$ cat src/rtl/draw_pkg.sv
// Shared constants for the draw scheduler: requester indices, FSM
// state encoding and default geometry.
package draw_pkg;

    localparam int DEF_NUM_REQ  = 4;
    localparam int DEF_X_W      = 9;
    localparam int DEF_Y_W      = 8;
    localparam int DEF_COL_W    = 3;
    localparam int DEF_SCREEN_W = 160;
    localparam int DEF_SCREEN_H = 120;

    localparam int REQ_CLEAR = 0;
    localparam int REQ_LPAD  = 1;
    localparam int REQ_RPAD  = 2;
    localparam int REQ_BALL  = 3;

    localparam logic [1:0] IDLE = 2'd0;
    localparam logic [1:0] LOAD = 2'd1;
    localparam logic [1:0] DRAW = 2'd2;
    localparam logic [1:0] DONE = 2'd3;

    function automatic int idx_w(input int n);
        return (n > 1) ? $clog2(n) : 1;
    endfunction

endpackage

$ cat src/rtl/draw_scheduler_if.sv
// Requester/adapter bundle of the draw scheduler.
// master: requesters (req, rect_*), slave: scheduler (grant, done, busy, pixel bus).
interface draw_scheduler_if
    import draw_pkg::*;
#(
    parameter int NUM_REQ = DEF_NUM_REQ,
    parameter int X_W     = DEF_X_W,
    parameter int Y_W     = DEF_Y_W,
    parameter int COL_W   = DEF_COL_W
);
    logic [NUM_REQ-1:0]       req;
    logic [NUM_REQ*X_W-1:0]   rect_x;
    logic [NUM_REQ*Y_W-1:0]   rect_y;
    logic [NUM_REQ*X_W-1:0]   rect_w;
    logic [NUM_REQ*Y_W-1:0]   rect_h;
    logic [NUM_REQ*COL_W-1:0] rect_colour;
    logic [NUM_REQ-1:0]       grant;
    logic [NUM_REQ-1:0]       done;
    logic                     busy;
    logic [X_W-1:0]           x;
    logic [Y_W-1:0]           y;
    logic [COL_W-1:0]         colour;
    logic                     plot;

    modport master (
        output req, rect_x, rect_y, rect_w, rect_h, rect_colour,
        input  grant, done, busy, x, y, colour, plot
    );

    modport slave (
        input  req, rect_x, rect_y, rect_w, rect_h, rect_colour,
        output grant, done, busy, x, y, colour, plot
    );

endinterface

$ cat src/rtl/draw_scheduler_rr_arbiter.sv
// Combinational round-robin picker: first set req bit from ptr upward.
// Ports: req, ptr in; pick (one-hot, zero if none) and idx out.
module rr_arbiter
    import draw_pkg::*;
#(
    parameter int NUM_REQ = DEF_NUM_REQ,
    parameter int IDX_W   = idx_w(NUM_REQ)
) (
    input  logic [NUM_REQ-1:0] req,
    input  logic [IDX_W-1:0]   ptr,
    output logic [NUM_REQ-1:0] pick,
    output logic [IDX_W-1:0]   idx
);

    int               j;
    logic [IDX_W-1:0] jj;

    always_comb begin
        pick = '0;
        idx  = '0;
        j    = 0;
        jj   = '0;
        for (int i = 0; i < NUM_REQ; i++) begin
            j  = (int'(ptr) + i) % NUM_REQ;
            jj = IDX_W'(j);
            if (pick == '0 && req[jj]) begin
                pick[jj] = 1'b1;
                idx      = jj;
            end
        end
    end

endmodule

$ cat src/rtl/draw_scheduler.sv
// Shares the VGA adapter write port between requesters, rasterising one
// granted rectangle a pixel per clock. Ports: clk, reset, bus (slave).
module draw_scheduler
    import draw_pkg::*;
#(
    parameter int NUM_REQ  = DEF_NUM_REQ,
    parameter int X_W      = DEF_X_W,
    parameter int Y_W      = DEF_Y_W,
    parameter int COL_W    = DEF_COL_W,
    parameter int SCREEN_W = DEF_SCREEN_W,
    parameter int SCREEN_H = DEF_SCREEN_H
) (
    input logic              clk,
    input logic              reset,
    draw_scheduler_if.slave  bus
);

    localparam int IDX_W = idx_w(NUM_REQ);
    localparam logic [X_W:0] SW = (X_W+1)'(SCREEN_W);
    localparam logic [Y_W:0] SH = (Y_W+1)'(SCREEN_H);

    logic [1:0]         state;
    logic [IDX_W-1:0]   ptr;
    logic [IDX_W-1:0]   owner;
    logic [NUM_REQ-1:0] grant;
    logic [NUM_REQ-1:0] done;
    logic               plot;
    logic [X_W-1:0]     x;
    logic [Y_W-1:0]     y;
    logic [COL_W-1:0]   colour;

    logic [X_W-1:0]     bx, bw, cx;
    logic [Y_W-1:0]     by, bh, cy;
    logic [COL_W-1:0]   bcol;

    logic [NUM_REQ-1:0] pick;
    logic [IDX_W-1:0]   pick_idx;

    logic [X_W-1:0]     lx, lw;
    logic [Y_W-1:0]     ly, lh;
    logic [COL_W-1:0]   lcol;

    logic               last_col, last_row;
    logic [X_W-1:0]     ncx, base_x, off_x;
    logic [Y_W-1:0]     ncy, base_y, off_y;
    logic [X_W:0]       sx;
    logic [Y_W:0]       sy;
    logic               on_screen;

    rr_arbiter #(
        .NUM_REQ (NUM_REQ),
        .IDX_W   (IDX_W)
    ) u_arb (
        .req  (bus.req),
        .ptr  (ptr),
        .pick (pick),
        .idx  (pick_idx)
    );

    assign lx   = bus.rect_x[owner*X_W +: X_W];
    assign ly   = bus.rect_y[owner*Y_W +: Y_W];
    assign lw   = bus.rect_w[owner*X_W +: X_W];
    assign lh   = bus.rect_h[owner*Y_W +: Y_W];
    assign lcol = bus.rect_colour[owner*COL_W +: COL_W];

    // Outputs are registered, so each edge computes the pixel shown in
    // the following cycle: pixel (0,0) from the live inputs in LOAD,
    // the next raster position from the latched copy in DRAW.
    always_comb begin
        last_col = (cx == bw - 1'b1);
        last_row = (cy == bh - 1'b1);
        ncx      = last_col ? '0 : cx + 1'b1;
        ncy      = last_col ? cy + 1'b1 : cy;
        base_x   = (state == LOAD) ? lx : bx;
        base_y   = (state == LOAD) ? ly : by;
        off_x    = (state == LOAD) ? '0 : ncx;
        off_y    = (state == LOAD) ? '0 : ncy;
        sx       = {1'b0, base_x} + {1'b0, off_x};
        sy       = {1'b0, base_y} + {1'b0, off_y};
        on_screen = (sx < SW) && (sy < SH);
    end

    always_ff @(posedge clk or posedge reset) begin
        if (reset) begin
            state  <= IDLE;
            ptr    <= '0;
            owner  <= '0;
            grant  <= '0;
            done   <= '0;
            plot   <= 1'b0;
            x      <= '0;
            y      <= '0;
            colour <= '0;
            bx     <= '0;
            by     <= '0;
            bw     <= '0;
            bh     <= '0;
            bcol   <= '0;
            cx     <= '0;
            cy     <= '0;
        end else begin
            done <= '0;
            case (state)
                IDLE: begin
                    if (|bus.req) begin
                        owner <= pick_idx;
                        grant <= pick;
                        state <= LOAD;
                    end
                end
                LOAD: begin
                    bx   <= lx;
                    by   <= ly;
                    bw   <= lw;
                    bh   <= lh;
                    bcol <= lcol;
                    cx   <= '0;
                    cy   <= '0;
                    if (lw == '0 || lh == '0) begin
                        state <= DONE;
                        done  <= grant;
                        plot  <= 1'b0;
                    end else begin
                        state  <= DRAW;
                        x      <= sx[X_W-1:0];
                        y      <= sy[Y_W-1:0];
                        colour <= lcol;
                        plot   <= on_screen;
                    end
                end
                DRAW: begin
                    if (last_col && last_row) begin
                        state <= DONE;
                        done  <= grant;
                        plot  <= 1'b0;
                    end else begin
                        cx     <= ncx;
                        cy     <= ncy;
                        x      <= sx[X_W-1:0];
                        y      <= sy[Y_W-1:0];
                        colour <= bcol;
                        plot   <= on_screen;
                    end
                end
                DONE: begin
                    grant <= '0;
                    state <= IDLE;
                    ptr   <= (owner == IDX_W'(NUM_REQ-1)) ? '0 : owner + 1'b1;
                end
                default: state <= IDLE;
            endcase
        end
    end

    assign bus.grant  = grant;
    assign bus.done   = done;
    assign bus.busy   = (state != IDLE);
    assign bus.plot   = plot;
    assign bus.x      = x;
    assign bus.y      = y;
    assign bus.colour = colour;

endmodule

$ cat src/flat_wrapper.sv
// flat-port wrapper written by rule: the top's interface ports become plain ports
module draw_scheduler_flat import draw_pkg::*;
#(
    parameter int NUM_REQ  = DEF_NUM_REQ,
    parameter int X_W      = DEF_X_W,
    parameter int Y_W      = DEF_Y_W,
    parameter int COL_W    = DEF_COL_W,
    parameter int SCREEN_W = DEF_SCREEN_W,
    parameter int SCREEN_H = DEF_SCREEN_H
)
  (clk, reset, bus_req, bus_rect_x, bus_rect_y, bus_rect_w, bus_rect_h, bus_rect_colour, bus_grant, bus_done, bus_busy, bus_x, bus_y, bus_colour, bus_plot);
  draw_scheduler_if #(.NUM_REQ(NUM_REQ), .X_W(X_W), .Y_W(Y_W), .COL_W(COL_W)) bus_i ();
  input logic clk;
  input logic reset;
  input wire logic [$bits(bus_i.req)-1:0] bus_req;
  input wire logic [$bits(bus_i.rect_x)-1:0] bus_rect_x;
  input wire logic [$bits(bus_i.rect_y)-1:0] bus_rect_y;
  input wire logic [$bits(bus_i.rect_w)-1:0] bus_rect_w;
  input wire logic [$bits(bus_i.rect_h)-1:0] bus_rect_h;
  input wire logic [$bits(bus_i.rect_colour)-1:0] bus_rect_colour;
  output wire logic [$bits(bus_i.grant)-1:0] bus_grant;
  output wire logic [$bits(bus_i.done)-1:0] bus_done;
  output wire logic [$bits(bus_i.busy)-1:0] bus_busy;
  output wire logic [$bits(bus_i.x)-1:0] bus_x;
  output wire logic [$bits(bus_i.y)-1:0] bus_y;
  output wire logic [$bits(bus_i.colour)-1:0] bus_colour;
  output wire logic [$bits(bus_i.plot)-1:0] bus_plot;
  assign bus_i.req = bus_req;
  assign bus_i.rect_x = bus_rect_x;
  assign bus_i.rect_y = bus_rect_y;
  assign bus_i.rect_w = bus_rect_w;
  assign bus_i.rect_h = bus_rect_h;
  assign bus_i.rect_colour = bus_rect_colour;
  assign bus_grant = bus_i.grant;
  assign bus_done = bus_i.done;
  assign bus_busy = bus_i.busy;
  assign bus_x = bus_i.x;
  assign bus_y = bus_i.y;
  assign bus_colour = bus_i.colour;
  assign bus_plot = bus_i.plot;
  draw_scheduler #(.NUM_REQ(NUM_REQ), .X_W(X_W), .Y_W(Y_W), .COL_W(COL_W), .SCREEN_W(SCREEN_W), .SCREEN_H(SCREEN_H)) u_core (.clk(clk), .reset(reset), .bus(bus_i));
endmodule
$ cat config.mk
export PLATFORM = sky130hd
export DESIGN_NAME = draw_scheduler_flat
export DESIGN_NICKNAME = d
export VERILOG_FILES = /design/src/rtl/draw_pkg.sv /design/src/rtl/draw_scheduler_if.sv /design/src/rtl/draw_scheduler_rr_arbiter.sv /design/src/rtl/draw_scheduler.sv /design/src/flat_wrapper.sv
export SDC_FILE = /design/constraint.sdc
export NUM_CORES = 1
export LEC_CHECK = 0
export ABC_AREA = 1
export BUFFER_PORTS_ARGS = -buffer_cell sky130_fd_sc_hd__buf_2
export CAP_MARGIN = 20
export CORE_MARGIN = 2
export CORE_UTILIZATION = 58
export CTS_CLUSTER_SIZE = 30
export DETAILED_ROUTE_END_ITERATION = 12
export HOLD_SLACK_MARGIN = 0.06
export PLACE_DENSITY = 0.87
export SLEW_MARGIN = 40
export SYNTH_ARGS = -nofsm -noshare
export SYNTH_HDL_FRONTEND = slang
export SYNTH_SLANG_ARGS = --single-unit
$ cat constraint.sdc
create_clock -name clk -period 8.91 [get_ports clk]
set_input_delay 1.3365 -clock clk [delete_from_list [all_inputs] [get_ports clk]]
set_output_delay 1.3365 -clock clk [all_outputs]
set_load 0.05 [all_outputs]
**Word level (Yosys, flattened, before mapping)**

Cells that the tools add are included.

- $add $sub $neg: 10
- $mul: 2
- $lt $le $gt $ge: 10
- Eq/ne operators: 10
- Shifts and indexed selects: 5
- Muxes and demuxes: 56
- Bitwise gates (word level): 3
- Reduce and logical (&&, ||, !) cells: 25

Operator list:

| kind | count |
|---|---|
| $shiftx 36x7->9 | 2 |
| $shiftx 32x6->8 | 2 |
| $mux 9 | 6 |
| $mux 8 | 6 |
| $pmux 9 s2 | 2 |
| $pmux 8 s2 | 2 |
| $mux 4 | 7 |
| $pmux 4 s2 | 2 |
| $mux 2 | 7 |
| $logic_not 4->1 | 3 |
| $lt 2x3->1 const B | 4 |
| $or 4x4->4 | 3 |
| $shiftx 12x5->3 | 1 |
| $mux 1 | 11 |
| $add 9x9->10 | 1 |
| $lt 10x8->1 const B | 1 |
| $add 8x8->9 | 1 |
| $add 9x1->9 const B | 1 |
| $eq 9x9->1 | 1 |
| $logic_and 1x1->1 | 9 |
| $logic_not 9->1 | 1 |
| $lt 9x7->1 const B | 1 |
| $sub 9x1->9 const B | 1 |
| $add 8x1->8 const B | 1 |
| other kinds (24) | 45 |

- Register bits: 89
- Input bits: 154
- Output and inout port bits: 30
- Logic and storage cells: 137

**Longest topological paths before layout**

- Depth after elaboration: 16
- Gate-level depth with buffers: 28
- Depth with buffers taken out: 27

**Hierarchy**

Synthesis repeated with hierarchy kept, for this count alone.

- Cells, all modules: 1091
- Area total of the unflattened synthesis: 7119.3 um^2

Modules (own cells, without submodules):

| module | times used | cells an instance | area each (um^2) | sequential area each (um^2) |
|---|---|---|---|---|
| draw_scheduler | 1 | 993 | 6563.8 | 2227.1 |
| rr_arbiter | 1 | 98 | 555.5 | 0.0 |

**Worst setup path after synthesis**

Ideal clock, no wire load.

- Path kind: register -> register
- From: register u_core.bw[0]
- To: register u_core.plot, in the netlist u_core.bus.plot
- Library setup time: 0.066 ns
- Arrival time: 3.525 ns
- Required time: 8.844 ns
- Setup slack: 5.319 ns
- Cell stages (with the launch flop): 28
- Path buffers: 0
- Clock period less this slack: 3.591 ns
- Cells stage by stage: dfrtp_1 > inv_1 > ha_1 > nand2_1 > nor2_1 > xor2_1 > xor2_1 > nand2_1 > clkinv_1 > nand3_2 > nor2_4 > xor2_1 > nor2_1 > ha_1 > fa_1 > nand3_1 > nand3_1 > a21o_1 > nand2_1 > nand2_1 > or2_2 > nand2_1 > inv_1 > nand2_1 > nand4_1 > nor2_1 > nand3_1 > nand2_1

- Longest elaborated chain between the ends: 9
- Elaborated cells on any way between the ends: 15
- Classes of those cells: 3 x add/sub; 2 x order compare; 1 x eq/ne; 7 x mux; 2 x reduce/logical

RTL lines:

| element | RTL line | RTL |
|---|---|---|
| start, declared | draw_scheduler.sv:32 | `logic [X_W-1:0] bx, bw, cx;` |
| start signal, assigned | draw_scheduler.sv:114 | `bw <= lw;` |
| $sub 9x1->9 (*) | draw_scheduler.sv:70 | `last_col = (cx == bw - 1'b1);` |
| $eq 9x9->1 (*) | draw_scheduler.sv:70 |  |
| $mux 9 or $mux 8 (tied branches) | draw_scheduler.sv:72, draw_scheduler.sv:73 |  |
| $mux 9 or $mux 8 (tied branches) | draw_scheduler.sv:76, draw_scheduler.sv:77 |  |
| $add 9x9->10 or $add 8x8->9 (tied branches) | draw_scheduler.sv:78, draw_scheduler.sv:79 |  |
| $lt 10x8->1 or $lt 9x7->1 (tied branches) | draw_scheduler.sv:80 | `on_screen = (sx < SW) && (sy < SH);` |
| $logic_and 1x1->1 | draw_scheduler.sv:80 |  |
| $mux 1 (on tied branches) | draw_scheduler.sv:132, draw_scheduler.sv:119 |  |
| $pmux 1 s2 (*) | draw_scheduler.sv:103 | `case (state)` |
| end signal, assigned | draw_scheduler.sv:128 | `plot <= on_screen;` |
| end signal, assigned | draw_scheduler.sv:142 | `plot <= on_screen;` |
| end, declared | draw_scheduler.sv:27 | `logic plot;` |

Every way passes the cells marked *; elsewhere a longest branch is shown, timed or not.
A chain may end at the register's enable or synchronous reset.

**Worst setup path after layout**

Same ends and word-level chain as after synthesis.

==> flow_metrics.py <==
metrics = {
    "grt": {
        "grt_use_total_pct": 27.9,
        "met2_usage_pct": 45.8,
        "met1_usage_pct": 38.5,
        "grt_pass1_vias": 6237,
        "grt_pass1_wl_um": 28500,
        "busiest_layer": "met2",
        "antenna_found_initial": 0,
        "grt-ovfl-total": 0,
        "gr-usage-met3_pct": 4.21,
        "grt_max_degree": 81,
    },
    "synthesis": {
        "ys.flop_type": "dfrtp_1",
        "synth.cell_area_sq_um": 6650,
        "seq_area_frac_synth_pct": 33.5,
        "synth_area_leaders": "dfrtp_1 (33%), nand2_1 (11%), nor2_1 (8.5%)",
        "synthAdderAreaFrac_pct": 6.43,
        "async_flop_share_pct": 100,
        "synthXorXnorAreaFrac_pct": 5.66,
        "synth_top_family_by_area": "simple AND/OR/NAND/NOR gates",
        "synth_area_leader_cell": "dfrtp_1",
        "synth_fp_nets": 1102,
        "avgSynthCellArea_sq_um": 7.27,
        "yosysWarnings": 0,
        "synth_top_area_share_pct": 33.5,
        "ys_ff_latch": 89,
        "synth_cell_type_count": 45,
        "synth_edf_count": 0,
        "synth_compound_area_share_pct": 19.2,
        "syn_inst": 915,
        "yosys.area_share.simple_pct": 27.8,
        "yosys-mux-area-fraction_pct": 0,
    },
    "critical_path": {
        "r2r_setup_slack_ns": 4.66,
        "critPathLaunch": "u_core.bw[0]$_DFFE_PP0N_",
        "r2r_cells": 27,
        "cp-end-kind": "flop",
        "crit_buf_inv": 4,
        "slowest_stage": "fa_1",
        "crit_type": "reg2reg",
        "crit_family": "simple AND/OR/NAND/NOR gates",
        "worstPathRequired_ns": 9.19,
        "r2r_start": "u_core.bw[0]$_DFFE_PP0N_",
        "worstSetupEndpoint": "u_core.bus.plot$_DFFE_PP0P_",
        "timing.rr.end": "u_core.bus.plot$_DFFE_PP0P_",
        "crit_path_frequent_cell": "nand2_1",
        "cpPeakStageDelay_ns": 0.46,
        "crit_cells": 27,
        "cp-start-kind": "flop",
        "crit_fanout": 18,
        "crit_arrival_ns": 4.53,
    },
    "routing": {
        "via_count": 6735,
        "drt_iter0_markers": 523,
        "routed_via_density": 5.52,
        "drt-total-wl_um": 17100,
        "ant_nets": 0,
        "drc": 0,
        "post_drt_wl_per_cell_um": 14.0,
        "first_pass_iters": 5,
    },
    "final_layout": {
        "syn2layout_area_growth_pct": 18.5,
        "final_layout_size_suffix_gt1_share_pct": 24.4,
        "fill_cells": 980,
        "fin_cells": 1221,
        "layout.nets": 1260,
        "fin_area_sq_um": 7890,
        "num_antenna_cells": 0,
    },
    "floorplanning": {
        "initial_utilization_pct": 58.8,
        "ios": 184,
        "die_h_um": 111,
        "die_w_um": 111,
        "dieArea_sq_um": 12300,
        "core.rowCount": 39,
        "coreArea_sq_um": 11300,
    },
    "clocking": {
        "clkSinkCount": 89,
        "htree_levels": 3,
        "cts_setup_buffers": 0,
        "cts_tree": "built",
        "cts_hold_buf": 0,
        "cts_resized": 0,
        "cts_buffers": 9,
        "clkTransAtPathRegs_ns": 0.06,
        "clock_path_buffers": 2,
        "clock_latency_ns": 0.35,
        "cts_root_buf": "clkbuf_16",
    },
    "sta": {
        "slew_viol_final": 0,
        "hold_violations": 0,
        "setup_violations": 0,
        "relSlewSlack_pct": 51.5,
        "fmax_mhz": 236,
        "setup_ws_ns": 4.66,
        "min_period_ns": 4.25,
        "setup_tns_ns": 0,
        "rsz0062_at_grt": "false",
        "tightest_slew_ns": 0.727,
        "final.setup_skew_ns": 0.00769,
        "finalCritPeriodShare_pct": 47.7,
    },
    "job": {
        "drv_cap": 0,
    },
    "status": {
        "status": "completed",
    },
    "min_path": {
        "min_path_type": "reg2reg",
    },
    "place": {
        "place_ws_ns": 4.73,
        "dp_hpwl_um": 12700,
        "place_area_sq_um": 7590,
        "io_buffer_count": 183,
        "place_congestion": 0.897,
        "dp_cells": 1205,
    },
    "power_and_ir_drop": {
        "max-vdd-ir-drop_mv": 0.234,
        "power_mw": 3.09,
        "power_density_nw_per_um2": 392,
        "power.leakage_nw": 3.93,
    },
}
[final cells by class]
type | count | area (sq um) | share of cell area (%)
multi-input combinational | 709 | 3940 | 49.9
sequential | 89 | 2230 | 28.3
timing repair buffer | 189 | 965 | 12.2
inverter | 75 | 285 | 3.62
clock buffer | 14 | 254 | 3.22
tap | 143 | 179 | 2.27
clock inverter | 2 | 37.5 | 0.476
[where the power goes]
group          switching (mW)  internal (mW)  total (mW)
Combinational            1.37          0.663        2.03
Sequential              0.113          0.574       0.688
Clock                   0.150          0.225       0.375
[stage by stage]
stage | utilization (%) | hold slack, ns
after CTS | 69.7 | 0.479
after detailed placement | 67.1 | 0.464
after global placement | 67.0 | 0.458
after floorplan | - | 0.453
final | 69.7 | 0.477
after global routing | 69.7 | 0.514
[tightest hold or removal path: stages, from the launching register on]
cell	delay [ns]
dfrtp_1	0.33
nand2_1	0.06
o21ai_2	0.05
[layout by cell type, fill, tap and decap left out, types with 2 or more instances in the layout]
cell / netlist / final
nand2_2: 8 / 8
o21ai_1: 5 / 5
clkbuf_16: 0 / 9
nand3_2: 5 / 5
xnor2_1: 13 / 13
clkinv_1: 2 / 2
inv_1: 69 / 66
xor2_1: 30 / 30
inv_2: 3 / 5
o21ai_0: 108 / 108
nor3_1: 11 / 11
or2_2: 5 / 5
o22ai_2: 10 / 10
nor2_4: 5 / 5
nor2_1: 150 / 150
a31oi_1: 18 / 18
a32o_1: 7 / 7
o22ai_1: 6 / 6
a21oi_1: 25 / 25
nand3b_1: 3 / 3
nand4_1: 5 / 5
nand3_1: 34 / 34
nand2_4: 2 / 2
o21ai_2: 10 / 10
ha_1: 31 / 30
nand3_4: 2 / 2
o22a_1: 12 / 12
buf_2: 4 / 183
clkbuf_1: 23 / 4
buf_4: 2 / 5
fa_1: 2 / 2
dfrtp_1: 89 / 88
nor3_2: 2 / 2
nand2_1: 191 / 191
[sequential cells by signal (all words and copies together), names as in the netlist]
register           flops
u_core.bus.x           9
u_core.bw              9
u_core.bx              9
u_core.cx              9
u_core.bh              8
u_core.bus.y           8
u_core.by              8
u_core.cy              8
u_core.bus.done        4
u_core.bus.grant       4
u_core.bcol            3
u_core.bus.colour      3
u_core.owner           2
u_core.ptr             2
u_core.state           2
u_core.bus.plot        1
[Yosys cell counts, types with 7 or more instances]
master	n
xnor2_1	13
inv_1	69
xor2_1	30
a31oi_1	18
nand2_1	191
o22ai_2	10
buf_1	8
nor2_1	150
a21oi_1	25
o22a_1	12
nand3_1	34
nor3_1	11
dfrtp_1	89
nand2_2	8
clkbuf_1	23
a32o_1	7
ha_1	31
o21ai_0	108
o21ai_2	10
[routing by layer]
layer	routed length (um)	share of wire, %
met1	7650	45
met2	7880	46
met3	1220	7.1
met4	364	2.1
met5	0	0
[worst min path at each step]
stage / endpoint / cells past startpoint / from
global placement: u_core.bus.colour[2]$_DFFE_PP0P_ / 2 / u_core.bus.colour[2]$_DFFE_PP0P_
floorplan: u_core.bcol[1]$_DFFE_PP0N_ / 2 / u_core.bcol[1]$_DFFE_PP0N_
CTS: u_core.bus.x[5]$_DFFE_PP0P_ / 2 / u_core.bus.x[5]$_DFFE_PP0P_
global route: u_core.bus.x[5]$_DFFE_PP0P_ / 2 / u_core.bus.x[5]$_DFFE_PP0P_
finish: u_core.bus.x[5]$_DFFE_PP0P_ / 2 / u_core.bus.x[5]$_DFFE_PP0P_
detailed placement: u_core.bus.x[5]$_DFFE_PP0P_ / 2 / u_core.bus.x[5]$_DFFE_PP0P_
[cell families after synthesis]
family | after synthesis
XOR/XNOR | 43
flip-flops | 89
buffers and inverters | 117
adder cells (fa/ha/maj) | 33
AO/OA/AOI/OAI | 207
AND/OR/NAND/NOR | 426
Note: power is estimated with default switching activity, not from simulation.
